## src/rtl/ind_pkg.sv

```systemverilog
// Shared definitions for the indicator sequence generator and decoder.
package ind_pkg;

  localparam int IND_W = 3;

  typedef logic [IND_W-1:0] ind_t;

  // Code emitted at each sequence index; element [0] is index 0.
  localparam logic [7:0][IND_W-1:0] IND_CODE = {
    3'b110, 3'b011, 3'b001, 3'b101, 3'b100, 3'b111, 3'b010, 3'b000
  };

  typedef enum logic [1:0] {
    HUNT   = 2'd0,
    CHECK  = 2'd1,
    LOCKED = 2'd2
  } state_t;

endpackage

```

## src/rtl/ind_code_inv.sv

```systemverilog
// Combinational inverse of the indicator code table: code -> sequence index.
module ind_code_inv
  import ind_pkg::*;
(
  input  logic [IND_W-1:0] code,
  output logic [IND_W-1:0] idx
);

  // All 8 codes appear in the table, so every input hits exactly one entry.
  always_comb begin
    idx = '0;
    for (int i = 0; i < 8; i++) begin
      if (code == IND_CODE[i]) idx = IND_W'(i);
    end
  end

endmodule

```

## src/rtl/ind_seq_decoder.sv

```systemverilog
// Indicator sequence decoder: decodes codes to indices, locks onto the
// running sequence, flywheels over single glitches and counts errors.
module ind_seq_decoder
  import ind_pkg::*;
#(
  parameter int LOCK_CNT = 4,
  parameter int LOSS_CNT = 3,
  parameter int ERR_W    = 8
) (
  input  logic             clk,
  input  logic             rst,
  input  logic [IND_W-1:0] ind_in,
  input  logic             in_vld,
  input  logic             err_clr,
  output logic [IND_W-1:0] idx_out,
  output logic             idx_vld,
  output logic             locked,
  output logic             seq_err,
  output logic             wrap,
  output logic [ERR_W-1:0] err_cnt
);

  localparam logic [3:0] LOCK_TH = 4'(LOCK_CNT);
  localparam logic [3:0] LOSS_TH = 4'(LOSS_CNT);

  state_t           state;
  logic [IND_W-1:0] prev_idx;
  logic [3:0]       run;
  logic [3:0]       miss;

  logic [IND_W-1:0] idx;
  logic [IND_W-1:0] exp_idx;
  logic             match;
  logic [3:0]       run_inc;
  logic [3:0]       miss_inc;
  logic             err_inc;

  ind_code_inv u_inv (
    .code (ind_in),
    .idx  (idx)
  );

  assign exp_idx  = prev_idx + 1'b1;
  assign match    = (idx == exp_idx);
  assign run_inc  = run + 4'd1;
  assign miss_inc = miss + 4'd1;
  assign err_inc  = in_vld && (state == LOCKED) && !match;

  // Sequence FSM with registered index/status outputs; all holds when in_vld=0.
  always_ff @(posedge clk or negedge rst) begin
    if (!rst) begin
      state    <= HUNT;
      prev_idx <= '0;
      run      <= '0;
      miss     <= '0;
      idx_out  <= '0;
      idx_vld  <= 1'b0;
      locked   <= 1'b0;
      seq_err  <= 1'b0;
      wrap     <= 1'b0;
    end else begin
      idx_vld <= 1'b0;
      seq_err <= 1'b0;
      wrap    <= 1'b0;
      if (in_vld) begin
        idx_out <= idx;
        idx_vld <= 1'b1;
        unique case (state)
          HUNT: begin
            prev_idx <= idx;
            run      <= '0;
            state    <= CHECK;
            locked   <= 1'b0;
          end
          CHECK: begin
            prev_idx <= idx;
            if (match) begin
              run <= run_inc;
              if (run_inc == LOCK_TH) begin
                state  <= LOCKED;
                locked <= 1'b1;
                miss   <= '0;
              end
            end else begin
              run <= '0;
            end
          end
          LOCKED: begin
            if (match) begin
              miss     <= '0;
              prev_idx <= idx;
              wrap     <= (idx == '0);
            end else begin
              seq_err <= 1'b1;
              if (miss_inc == LOSS_TH) begin
                // Too many misses in a row: resync on the current sample.
                state    <= CHECK;
                locked   <= 1'b0;
                prev_idx <= idx;
                run      <= '0;
                miss     <= '0;
              end else begin
                // Flywheel: assume the symbol was corrupted and advance.
                miss     <= miss_inc;
                prev_idx <= exp_idx;
              end
            end
          end
          default: begin
            state  <= HUNT;
            locked <= 1'b0;
          end
        endcase
      end
    end
  end

  // Saturating error counter; a clear beats a simultaneous increment.
  always_ff @(posedge clk or negedge rst) begin
    if (!rst) begin
      err_cnt <= '0;
    end else if (err_clr) begin
      err_cnt <= '0;
    end else if (err_inc && !(&err_cnt)) begin
      err_cnt <= err_cnt + 1'b1;
    end
  end

endmodule
```

## config.mk

```make
export PLATFORM = sky130hd
export DESIGN_NAME = ind_seq_decoder
export DESIGN_NICKNAME = d
export VERILOG_FILES = /design/src/rtl/ind_pkg.sv /design/src/rtl/ind_code_inv.sv /design/src/rtl/ind_seq_decoder.sv
export SDC_FILE = /design/constraint.sdc
export NUM_CORES = 1
export LEC_CHECK = 0
export ABC_CLOCK_PERIOD_IN_PS = 3610
export CORE_ASPECT_RATIO = 0.6
export CORE_MARGIN = 2
export CORE_UTILIZATION = 45
export CTS_CLUSTER_SIZE = 12
export DETAILED_ROUTE_END_ITERATION = 16
export PLACE_DENSITY = 0.73
export SYNTH_ARGS = -nofsm -noshare
export SYNTH_HDL_FRONTEND = slang
export SYNTH_SLANG_ARGS = --single-unit
```

## constraint.sdc

```tcl
create_clock -name clk -period 3.61 [get_ports clk]
set_input_delay 0.722 -clock clk [delete_from_list [all_inputs] [get_ports clk]]
set_output_delay 0.722 -clock clk [all_outputs]
set_load 0.02 [all_outputs]
```

==> results.yml, run 1 <==
power:
  power_density_mw_per_mm2: 309
  combinationalPowerShare_pct: 18.1
  power.net_switching_mw: 0.174
  power.switching_fraction_pct: 28.6
  leakage_power_nw: 0.840
  peakVddDrop_mv: 0.146
  power.share.clock_pct: 28.6
  power_frac_seq_pct: 53.3
  internal-power_mw: 0.435
clock_network:
  post_cts.resized_instances: 0
  clk_pin_slew_ns: 0.10
  clk_latency_ns: 0.28
  holdBufCountCts: 0
  cts.htree.levels: 1
  post_cts.repair.setup_buffers: 0
  clock-root-buffer: "clkbuf_8"
  ctsLongestPathBuffers: 2
  cts_inserted_buffers: 3
  tritoncts_num_sinks: 27
  tritoncts: "yes"
worst_hold_path:
  worstHoldPathType: "reg -> reg"
  timing.hold.worst_endpoint: "prev_idx[1]$_DFFE_PN0P_"
  worst_hold_path.num_cells: 2
  min-delay-start: "prev_idx[1]$_DFFE_PN0P_"
critical_path:
  arrival_ns: 3.14
  required_ns: 3.82
  r2r_end: "err_cnt[5]$_DFFE_PN0P_"
  reg2reg_from: "prev_idx[0]$_DFFE_PN0P_"
  crit_path_max_fanout: 21
  critPathCaptureType: "register"
  r2r_cells: 6
  ff2ff_setup_slack_ns: 0.99
  startpoint_type: "input port"
  critPathKind: "in -> reg"
floorplan:
  core-area_mm2: 0.00362
  dieHeight_um: 51.3
  die_area_mm2: 0.00425
  num_rows: 17
  start_util_pct: 46.4
  top_level_ports: 22
  floorplan.die.width_um: 82.9
logic_synthesis:
  yosysWarnings: 0
  postSynthRegisterBits: 27
  synthDominantCellAreaShare_pct: 40.2
  post_synth_instance_area_mm2: 0.00168
  synth.distinct_cells: 54
  synth_area_leaders: "dfrtp_1, ha_1, nand2_1"
  synth.top_cells.by_count: "dfrtp_1, nand2_1, a21oi_1"
  post_synth.cell_area_avg_um2: 9.49
  asyncSetResetFlopFracSynth_pct: 100
  dominantRegCellSynth: "dfrtp_1"
  seq_area_frac_synth_pct: 40.2
  syn_inst: 177
  synth_fp_nets: 190
  library_cell_with_the_largest_summed_area_after_synthesis: "dfrtp_1"
  synth.most_common_cell: "dfrtp_1"
  synth_enable_flop_cells: 0
grt:
  grt_antenna_before_repair: 0
  grt_max_degree: 28
  grt_pass1_vias: 1342
  grt.total_usage_pct: 19.7
  wire_length_of_the_first_global_routing_pass_mm: 6.60
  remaining_global_route_overflow: 0
timing:
  tightestPinTransition_ns: 0.910
  slew_headroom_pct: 39.3
  setup_violations: 0
  layout_worst_path_cycle_share_pct: 81.2
  layout_min_cycle_time_ns: 2.93
  max_freq_mhz: 341
  hold_violations: 0
  maxSlewViolCount: 0
  setup_slack_ns: 0.678
  maximum_clock_skew_at_final_layout_ns: 0.00758
  totalNegativeSetupSlack_ns: 0
  grt_setup_unrepaired: "false"
drt:
  postRouteAntennaNets: 0
  post_drt_wl_per_cell_um: 15.8
  detail_route.drc_violations: 0
  num_vias: 1436
  first_iter_violations: 88
  post_drt_via_cell_ratio: 5.86
  first_pass_detailed_route_iteration_total: 4
  totalWireLength_mm: 3.87
layout:
  antenna_cells: 0
  post_route_cells_drive_above_1_share_pct: 8.08
  finish.net_count: 212
  area.growth.synth_to_final_pct: 17.2
status:
  outcome: "finished clean"
placed_design:
  hpwlAfterDp_mm: 2.91
  dp_worst_setup_slack_ns: 0.399
  port_buffers: 21
  place_congestion: 0.786
flow_run:
  cap_viol_max_count: 0
-- final cells by class --
| cell class | instances | area (µm²) |
|---|---|---|
| repair buffers | 23 | 225 |
| clock buffers | 3 | 41.3 |
| well taps | 47 | 58.8 |
| flip-flops and latches | 27 | 676 |
| multi-input cells | 134 | 925 |
| fillers | 337 | 1650 |
| inverters | 10 | 37.5 |
| clock inverters | 1 | 5.00 |
-- registers in the layout (all words and copies together) (netlist names), 3 cells and up --
register and cells:
miss 4, idx_out 3, run 4, prev_idx 3
err_cnt 8
-- stage by stage --
stage / utilization, % / instance area, µm² / hold WS (ns) / cells / power (mW)
CTS: 54.4 / 1970 / 0.513 / 245 / 0.614
finish: 54.4 / 1970 / 0.513 / 245 / 0.609
global route: 54.4 / 1970 / 0.549 / 245 / 0.638
floorplan: - / 1680 / 0.426 / 177 / 0.403
detailed placement: 53.1 / 1920 / 0.487 / 241 / 0.440
global placement: 53.1 / 1920 / 0.474 / 241 / 0.435
-- critical path, cell delays in order --
cell and delay, ns:
clkdlybuf4s50_1 0.64, nor2b_1 0.15, o2111ai_2 0.18, o21a_2 0.17, a41oi_2 0.44, or4_1 0.68
a21oi_1 0.15
-- cells by family (layout without fill, tap and decap cells) --
logic type	after synthesis	after routing	share of synthesized area (%)
compound gates	48	48	20.2
xor+xnor	5	5	3.06
flops	27	27	40.2
simple gates	68	68	23.0
mux	7	7	4.40
fa+ha+maj	6	6	4.47
buf+inv	16	37	4.69
-- placed cells by master (no fill, tap or decap), types with 4 or more instances in the layout --
| cell type | instances |
|---|---|
| ha_1 | 6 |
| or4_1 | 6 |
| a21oi_1 | 10 |
| dfrtp_1 | 27 |
| o21ai_1 | 7 |
| o31ai_1 | 6 |
| nand3_1 | 7 |
| mux2i_1 | 4 |
| clkdlybuf4s50_1 | 21 |
| inv_1 | 9 |
| nand2_1 | 16 |
| o21ai_0 | 6 |
| and3_1 | 5 |
| nor2_1 | 8 |
-- power by group through the flow --
stage / Combinational (mW) / Sequential, mW / Clock (mW)
2_1_floorplan: 0.0688 / 0.334 / 0
3_3_place_gp: 0.106 / 0.329 / 0
3_5_place_dp: 0.110 / 0.330 / 0
4_1_cts: 0.111 / 0.325 / 0.179
5_1_grt: 0.121 / 0.326 / 0.191
6_report: 0.110 / 0.325 / 0.174
-- worst max-delay path by stage --
| stage | cells after the start | end | from |
|---|---|---|---|
| after floorplan | 5 | miss[1]$_DFFE_PN0P_ | ind_in[0] |
| after global placement | 7 | err_cnt[6]$_DFFE_PN0P_ | ind_in[0] |
| after detailed placement | 7 | err_cnt[3]$_DFFE_PN0P_ | ind_in[0] |
| after CTS | 7 | err_cnt[3]$_DFFE_PN0P_ | ind_in[0] |
| after global routing | 7 | err_cnt[5]$_DFFE_PN0P_ | ind_in[0] |
| final | 7 | err_cnt[3]$_DFFE_PN0P_ | ind_in[0] |
-- metal layers --
| metal | wire, µm | vias up | part of all wire, % | track usage [%] |
|---|---|---|---|---|
| met2 | 1810 | 39 | 47 | 31.7 |
| met4 | 34 | 0 | 0.88 | 5.46 |
| met1 | 1840 | 698 | 48 | 26.8 |
| li1 | - | 694 | - | - |
| met5 | 0 | - | 0 | 0 |
| met3 | 184 | 5 | 4.8 | 4.68 |
Note: power is estimated with default switching activity, not from simulation.
==> run 2, diff against run 1 <==
--- a/config.mk
+++ b/config.mk
@@ -5,7 +5,7 @@
 export SDC_FILE = /design/constraint.sdc
 export NUM_CORES = 1
 export LEC_CHECK = 0
-export ABC_CLOCK_PERIOD_IN_PS = 3610
+export ABC_CLOCK_PERIOD_IN_PS = 2800
 export CORE_ASPECT_RATIO = 0.6
 export CORE_MARGIN = 2
 export CORE_UTILIZATION = 45
==> constraint.sdc (replaced) <==
create_clock -name clk -period 2.8 [get_ports clk]
set_input_delay 0.56 -clock clk [delete_from_list [all_inputs] [get_ports clk]]
set_output_delay 0.56 -clock clk [all_outputs]
set_load 0.02 [all_outputs]
==> run 2 against run 1 <==
Clock-buffer cell count unchanged. Worst setup slack worse by 0.36 ns. Critical endpoint is now err_cnt[6]$_DFFE_PN0P_. Sequential cell count unchanged. Global-route usage fell by 0.17 points. Critical path depth grew 1. Utilization rose by 1.2 points. Die area did not move. Sequential share of layout area is 0.73 points lower. Sequential power up 29%. Hold slack improved by 0.0024 ns. Clock skew down 0.0014 ns. Non-clock buffer count grew 4.
==> results.yml, run 2 (same netlist as run 1, synthesis figures left out) <==
grt:
  grtUsageMet2_pct: 31.9
  grt_max_degree: 28
  globalRouteMet3Util_pct: 4.36
  remaining_global_route_overflow: 0
  wire_length_of_the_first_global_routing_pass_mm: 6.60
  grt.total_usage_pct: 19.5
  grt_use_met1_pct: 27.0
  top_usage_layer: "met2"
  grt_pass1_vias: 1402
  grt_antenna_before_repair: 0
clock_network:
  clock-root-buffer: "clkbuf_8"
  cts_inserted_buffers: 3
  clk_latency_ns: 0.27
  tritoncts: "yes"
  tritoncts_num_sinks: 27
  clk_pin_slew_ns: 0.09
  ctsLongestPathBuffers: 2
  holdBufCountCts: 0
  post_cts.resized_instances: 0
  cts.htree.levels: 1
  post_cts.repair.setup_buffers: 0
layout:
  area.growth.synth_to_final_pct: 19.7
  largest_register_ff_count: 8
  finish.net_count: 216
  layout_top_registers: "err_cnt: 8 flops, miss: 4 flops, run: 4 flops"
  largest_reg_by_ff_count: "err_cnt"
  layout.cells.most_common: "dfrtp_1"
  post_route_cells_drive_above_1_share_pct: 9.90
  post-route-cell-area_mm2: 0.00201
  utilization_pct: 55.6
  antenna_cells: 0
  layoutNonFillerInstCount: 249
  layout_common_cells: "dfrtp_1, clkdlybuf4s50_1, nand2_1"
power:
  power.net_switching_mw: 0.225
  leakage_power_nw: 0.863
  peakVddDrop_mv: 0.254
  combinationalPowerShare_pct: 19.7
  power.share.clock_pct: 27.8
  power_density_mw_per_mm2: 396
  power.switching_fraction_pct: 28.2
  internal-power_mw: 0.572
  power_frac_seq_pct: 52.5
  finalPower_mw: 0.797
timing:
  grt_setup_unrepaired: "false"
  setup_violations: 0
  totalNegativeSetupSlack_ns: 0
  slew_headroom_pct: 69.7
  max_freq_mhz: 403
  layout_worst_path_cycle_share_pct: 88.7
  maximum_clock_skew_at_final_layout_ns: 0.00620
  hold_violations: 0
  maxSlewViolCount: 0
  layout_min_cycle_time_ns: 2.48
  tightestPinTransition_ns: 0.454
floorplan:
  floorplan.die.width_um: 82.9
  top_level_ports: 22
  core-area_mm2: 0.00362
  die_area_mm2: 0.00425
  dieHeight_um: 51.3
  start_util_pct: 46.4
  num_rows: 17
critical_path:
  cp_slowest_cell: "clkdlybuf4s50_1"
  critical-path-max-stage-delay_ns: 0.54
  critical_path.n_buffers_inverters: 2
  critPathCaptureType: "register"
  arrival_ns: 2.68
  crit_path_max_fanout: 21
  timing.critical_path.max_delay_family: "simple AND/OR/NAND/NOR gates"
  startpoint_type: "input port"
  critPathKind: "in -> reg"
  path_cells: "clkdlybuf4s50_1, nor2b_1, o2111ai_2, o21a_2, a41oi_2, buf_12, or4_1, a21oi_1"
  required_ns: 2.99
drt:
  first_iter_violations: 97
  totalWireLength_mm: 3.86
  post_drt_wl_per_cell_um: 15.5
  first_pass_detailed_route_iteration_total: 4
  detail_route.drc_violations: 0
  num_vias: 1440
  postRouteAntennaNets: 0
  post_drt_via_cell_ratio: 5.78
placed_design:
  place.detailed.instances: 245
  place_congestion: 0.830
  placed_cell_area_mm2: 0.00196
  port_buffers: 21
  hpwlAfterDp_mm: 2.94
status:
  outcome: "finished clean"
flow_run:
  cap_viol_max_count: 0
worst_hold_path:
  worstHoldPathType: "reg -> reg"
run 2: cell types whose count changed in the layout (fill, tap and decap cells not counted), sizes merged:
cell	change
buf	+4
run 2: layer usage:
layer	share of wire (%)	vias to the layer above	routed length [µm]
met5	0	-	0
met4	0.39	0	15
met3	5.5	4	213
met2	45	41	1730
met1	49	690	1900
li1	-	705	-
run 2: stage by stage:
| stage | worst slack [ns] | hold WS, ns |
|---|---|---|
| floorplan | 0.653 | 0.264 |
| global placement | 0.140 | 0.467 |
| detailed placement | 0.0648 | 0.484 |
| CTS | 0.341 | 0.511 |
| global route | 0.190 | 0.553 |
| finish | 0.316 | 0.515 |
run 2: worst min-delay path, delay by kind of cell (launching register included):
family | cells | cell delay, ns
AOI/OAI and AO/OA | 1 | 0.06
and+or+nand+nor | 1 | 0.05
DFF | 1 | 0.37
run 2: worst paths after layout:
| kind | startpoint | slack [ns] | cells after the start | to |
|---|---|---|---|---|
| min reg2reg | prev_idx[1]$_DFFE_PN0P_ | 0.52 | 2 | prev_idx[1]$_DFFE_PN0P_ |
| max in group asynchronous | rst | 1.89 | 2 | miss[3]$_DFFE_PN0P_ |
| max | ind_in[2] | 0.32 | 8 | err_cnt[6]$_DFFE_PN0P_ |
| min in group asynchronous | rst | 0.64 | 2 | wrap$_DFF_PN0_ |
| min | prev_idx[1]$_DFFE_PN0P_ | 0.52 | 2 | prev_idx[1]$_DFFE_PN0P_ |
| max reg2reg | prev_idx[0]$_DFFE_PN0P_ | 0.43 | 6 | miss[1]$_DFFE_PN0P_ |
run 2: area by class of cell:
type | count | area [µm²]
tap | 47 | 58.8
fill | 326 | 1610
clock buffer | 3 | 41.3
multi-input combinational | 134 | 925
inverter | 10 | 37.5
sequential | 27 | 676
clock inverter | 1 | 5.00
timing repair buffer | 27 | 268
run 2: power by group through the flow:
stage          registers [mW]  logic [mW]  clock network, mW
2_1_floorplan           0.431      0.0888                  0
3_3_place_gp            0.425       0.150                  0
3_5_place_dp            0.426       0.155                  0
4_1_cts                 0.419       0.156              0.227
5_1_grt                 0.422       0.172              0.247
6_report                0.418       0.157              0.222
==> run 3, diff against run 2 <==
--- a/config.mk
+++ b/config.mk
@@ -6,7 +6,7 @@
 export NUM_CORES = 1
 export LEC_CHECK = 0
 export ABC_CLOCK_PERIOD_IN_PS = 2800
-export CORE_ASPECT_RATIO = 0.6
+export CORE_ASPECT_RATIO = 1.4
 export CORE_MARGIN = 2
 export CORE_UTILIZATION = 45
 export CTS_CLUSTER_SIZE = 12
==> run 3 against run 2 <==
Power is 0.21% higher. Sequential share of layout area is 0.25 points higher. Sequential power hardly changed. Clock skew is 0.0012 ns lower. Final cell count is 2.4% lower. Utilization is 0.34 points lower. Via count is 0.83% higher. Register-to-register slack worse by 0.05 ns. First-iteration DRC count is 64% lower. Die area is 0.22% lower. Critical endpoint unchanged. Largest cell class unchanged.
==> results.yml, run 3 (same netlist as run 1, synthesis figures left out) <==
clock_network:
  holdBufCountCts: 0
  clk_latency_ns: 0.28
  post_cts.resized_instances: 0
  tritoncts: "yes"
  clock-root-buffer: "clkbuf_8"
  ctsLongestPathBuffers: 2
  tritoncts_num_sinks: 27
  cts.htree.levels: 1
  cts_inserted_buffers: 3
  clk_pin_slew_ns: 0.09
  post_cts.repair.setup_buffers: 0
drt:
  totalWireLength_mm: 3.83
  post_drt_via_cell_ratio: 5.98
  first_iter_violations: 35
  detail_route.drc_violations: 0
  first_pass_detailed_route_iteration_total: 4
  postRouteAntennaNets: 0
  post_drt_wl_per_cell_um: 15.8
  num_vias: 1452
layout:
  n_fill_cell: 319
  post_route_cells_drive_above_1_share_pct: 8.96
  largest_reg_by_ff_count: "err_cnt"
  area.growth.synth_to_final_pct: 18.9
  antenna_cells: 0
  layout_top_registers: "err_cnt: 8 flops, miss: 4 flops, run: 4 flops"
  layout_common_cells: "dfrtp_1, clkdlybuf4s50_1, nand2_1"
  layoutNonFillerInstCount: 243
  largest_register_ff_count: 8
  finish.net_count: 215
  layout.cells.most_common: "dfrtp_1"
worst_hold_path:
  worstHoldPathType: "reg -> reg"
  worst_hold_path.num_cells: 2
  min-delay-start: "prev_idx[1]$_DFFE_PN0P_"
floorplan:
  floorplan.die.width_um: 55.6
  num_rows: 26
  core-area_mm2: 0.00361
  start_util_pct: 46.5
  die_area_mm2: 0.00424
  top_level_ports: 22
  dieHeight_um: 76.3
timing:
  layout_min_cycle_time_ns: 2.52
  grt_setup_unrepaired: "false"
  slew_headroom_pct: 74.6
  max_freq_mhz: 396
  layout_worst_path_cycle_share_pct: 90.1
  tightestPinTransition_ns: 0.381
  hold_violations: 0
  maximum_clock_skew_at_final_layout_ns: 0.00504
  totalNegativeSetupSlack_ns: 0
  maxSlewViolCount: 0
  setup_violations: 0
grt:
  wire_length_of_the_first_global_routing_pass_mm: 6.59
  remaining_global_route_overflow: 0
  grt_pass1_vias: 1506
  grt_max_degree: 28
  grt_antenna_before_repair: 0
  grt.total_usage_pct: 19.2
critical_path:
  crit_path_max_fanout: 20
  critPathCaptureType: "register"
  required_ns: 3.00
  critPathKind: "in -> reg"
  r2r_cells: 6
  ff2ff_setup_slack_ns: 0.38
  r2r_end: "miss[1]$_DFFE_PN0P_"
  setup_crit_end: "err_cnt[6]$_DFFE_PN0P_"
  startpoint_type: "input port"
  reg2reg_from: "prev_idx[0]$_DFFE_PN0P_"
  crit_start: "ind_in[0]"
  arrival_ns: 2.73
placed_design:
  place.detailed.instances: 239
  port_buffers: 21
  hpwlAfterDp_mm: 2.82
  place_congestion: 0.881
status:
  outcome: "finished clean"
power:
  power_density_mw_per_mm2: 400
  peakVddDrop_mv: 0.266
  leakage_power_nw: 0.855
flow_run:
  cap_viol_max_count: 0
run 3: critical path, stage by stage:
cell and delay [ns]:
clkdlybuf4s50_1 0.66, nor2b_1 0.15, o2111ai_2 0.18, o21a_2 0.17, a41oi_2 0.13, buf_12 0.19, or4_1 0.52, a21oi_1 0.16
run 3: stage by stage:
| step | instance area (µm²) | util (%) | worst slack [ns] | hold slack, ns | power [mW] |
|---|---|---|---|---|---|
| after CTS | 2000 | 55.3 | 0.286 | 0.514 | 0.802 |
| after detailed placement | 1950 | 54.0 | 0.000536 | 0.492 | 0.581 |
| after global placement | 1950 | 54.0 | 0.103 | 0.479 | 0.574 |
| after floorplan | 1680 | - | 0.653 | 0.264 | 0.520 |
| final | 2000 | 55.3 | 0.278 | 0.513 | 0.798 |
| after global routing | 2000 | 55.3 | 0.155 | 0.540 | 0.833 |
run 3: cell type report:
type / count / area [µm²] / share of cell area (%)
multi-input cells: 134 / 925 / 46.3
well taps: 42 / 52.6 / 2.63
clock buffers: 4 / 45.0 / 2.26
flip-flops and latches: 27 / 676 / 33.9
inverters: 10 / 37.5 / 1.88
repair buffers: 26 / 260 / 13.0
run 3: worst min-delay path by stage:
stage	to	slack, ns
floorplan	err_cnt[0]$_DFFE_PN0P_	0.26
global placement	prev_idx[1]$_DFFE_PN0P_	0.48
detailed placement	prev_idx[1]$_DFFE_PN0P_	0.49
CTS	prev_idx[1]$_DFFE_PN0P_	0.51
global route	prev_idx[1]$_DFFE_PN0P_	0.54
finish	prev_idx[1]$_DFFE_PN0P_	0.51
run 3: per-layer routing:
metal	global-route usage [%]	vias to the layer above	wire (µm)	part of all wire (%)
li1	-	704	-	-
met3	2.55	7	140	3.7
met4	8.54	0	64	1.7
met1	22.6	707	1540	40
met2	34.3	34	2080	54
met5	0	-	0	0
run 3: power breakdown:
part           internal, mW  total, mW  switching, mW
sequential            0.404      0.418         0.0136
combinational        0.0675      0.155         0.0873
clock                 0.102      0.226          0.124
total                 0.574      0.798          0.225
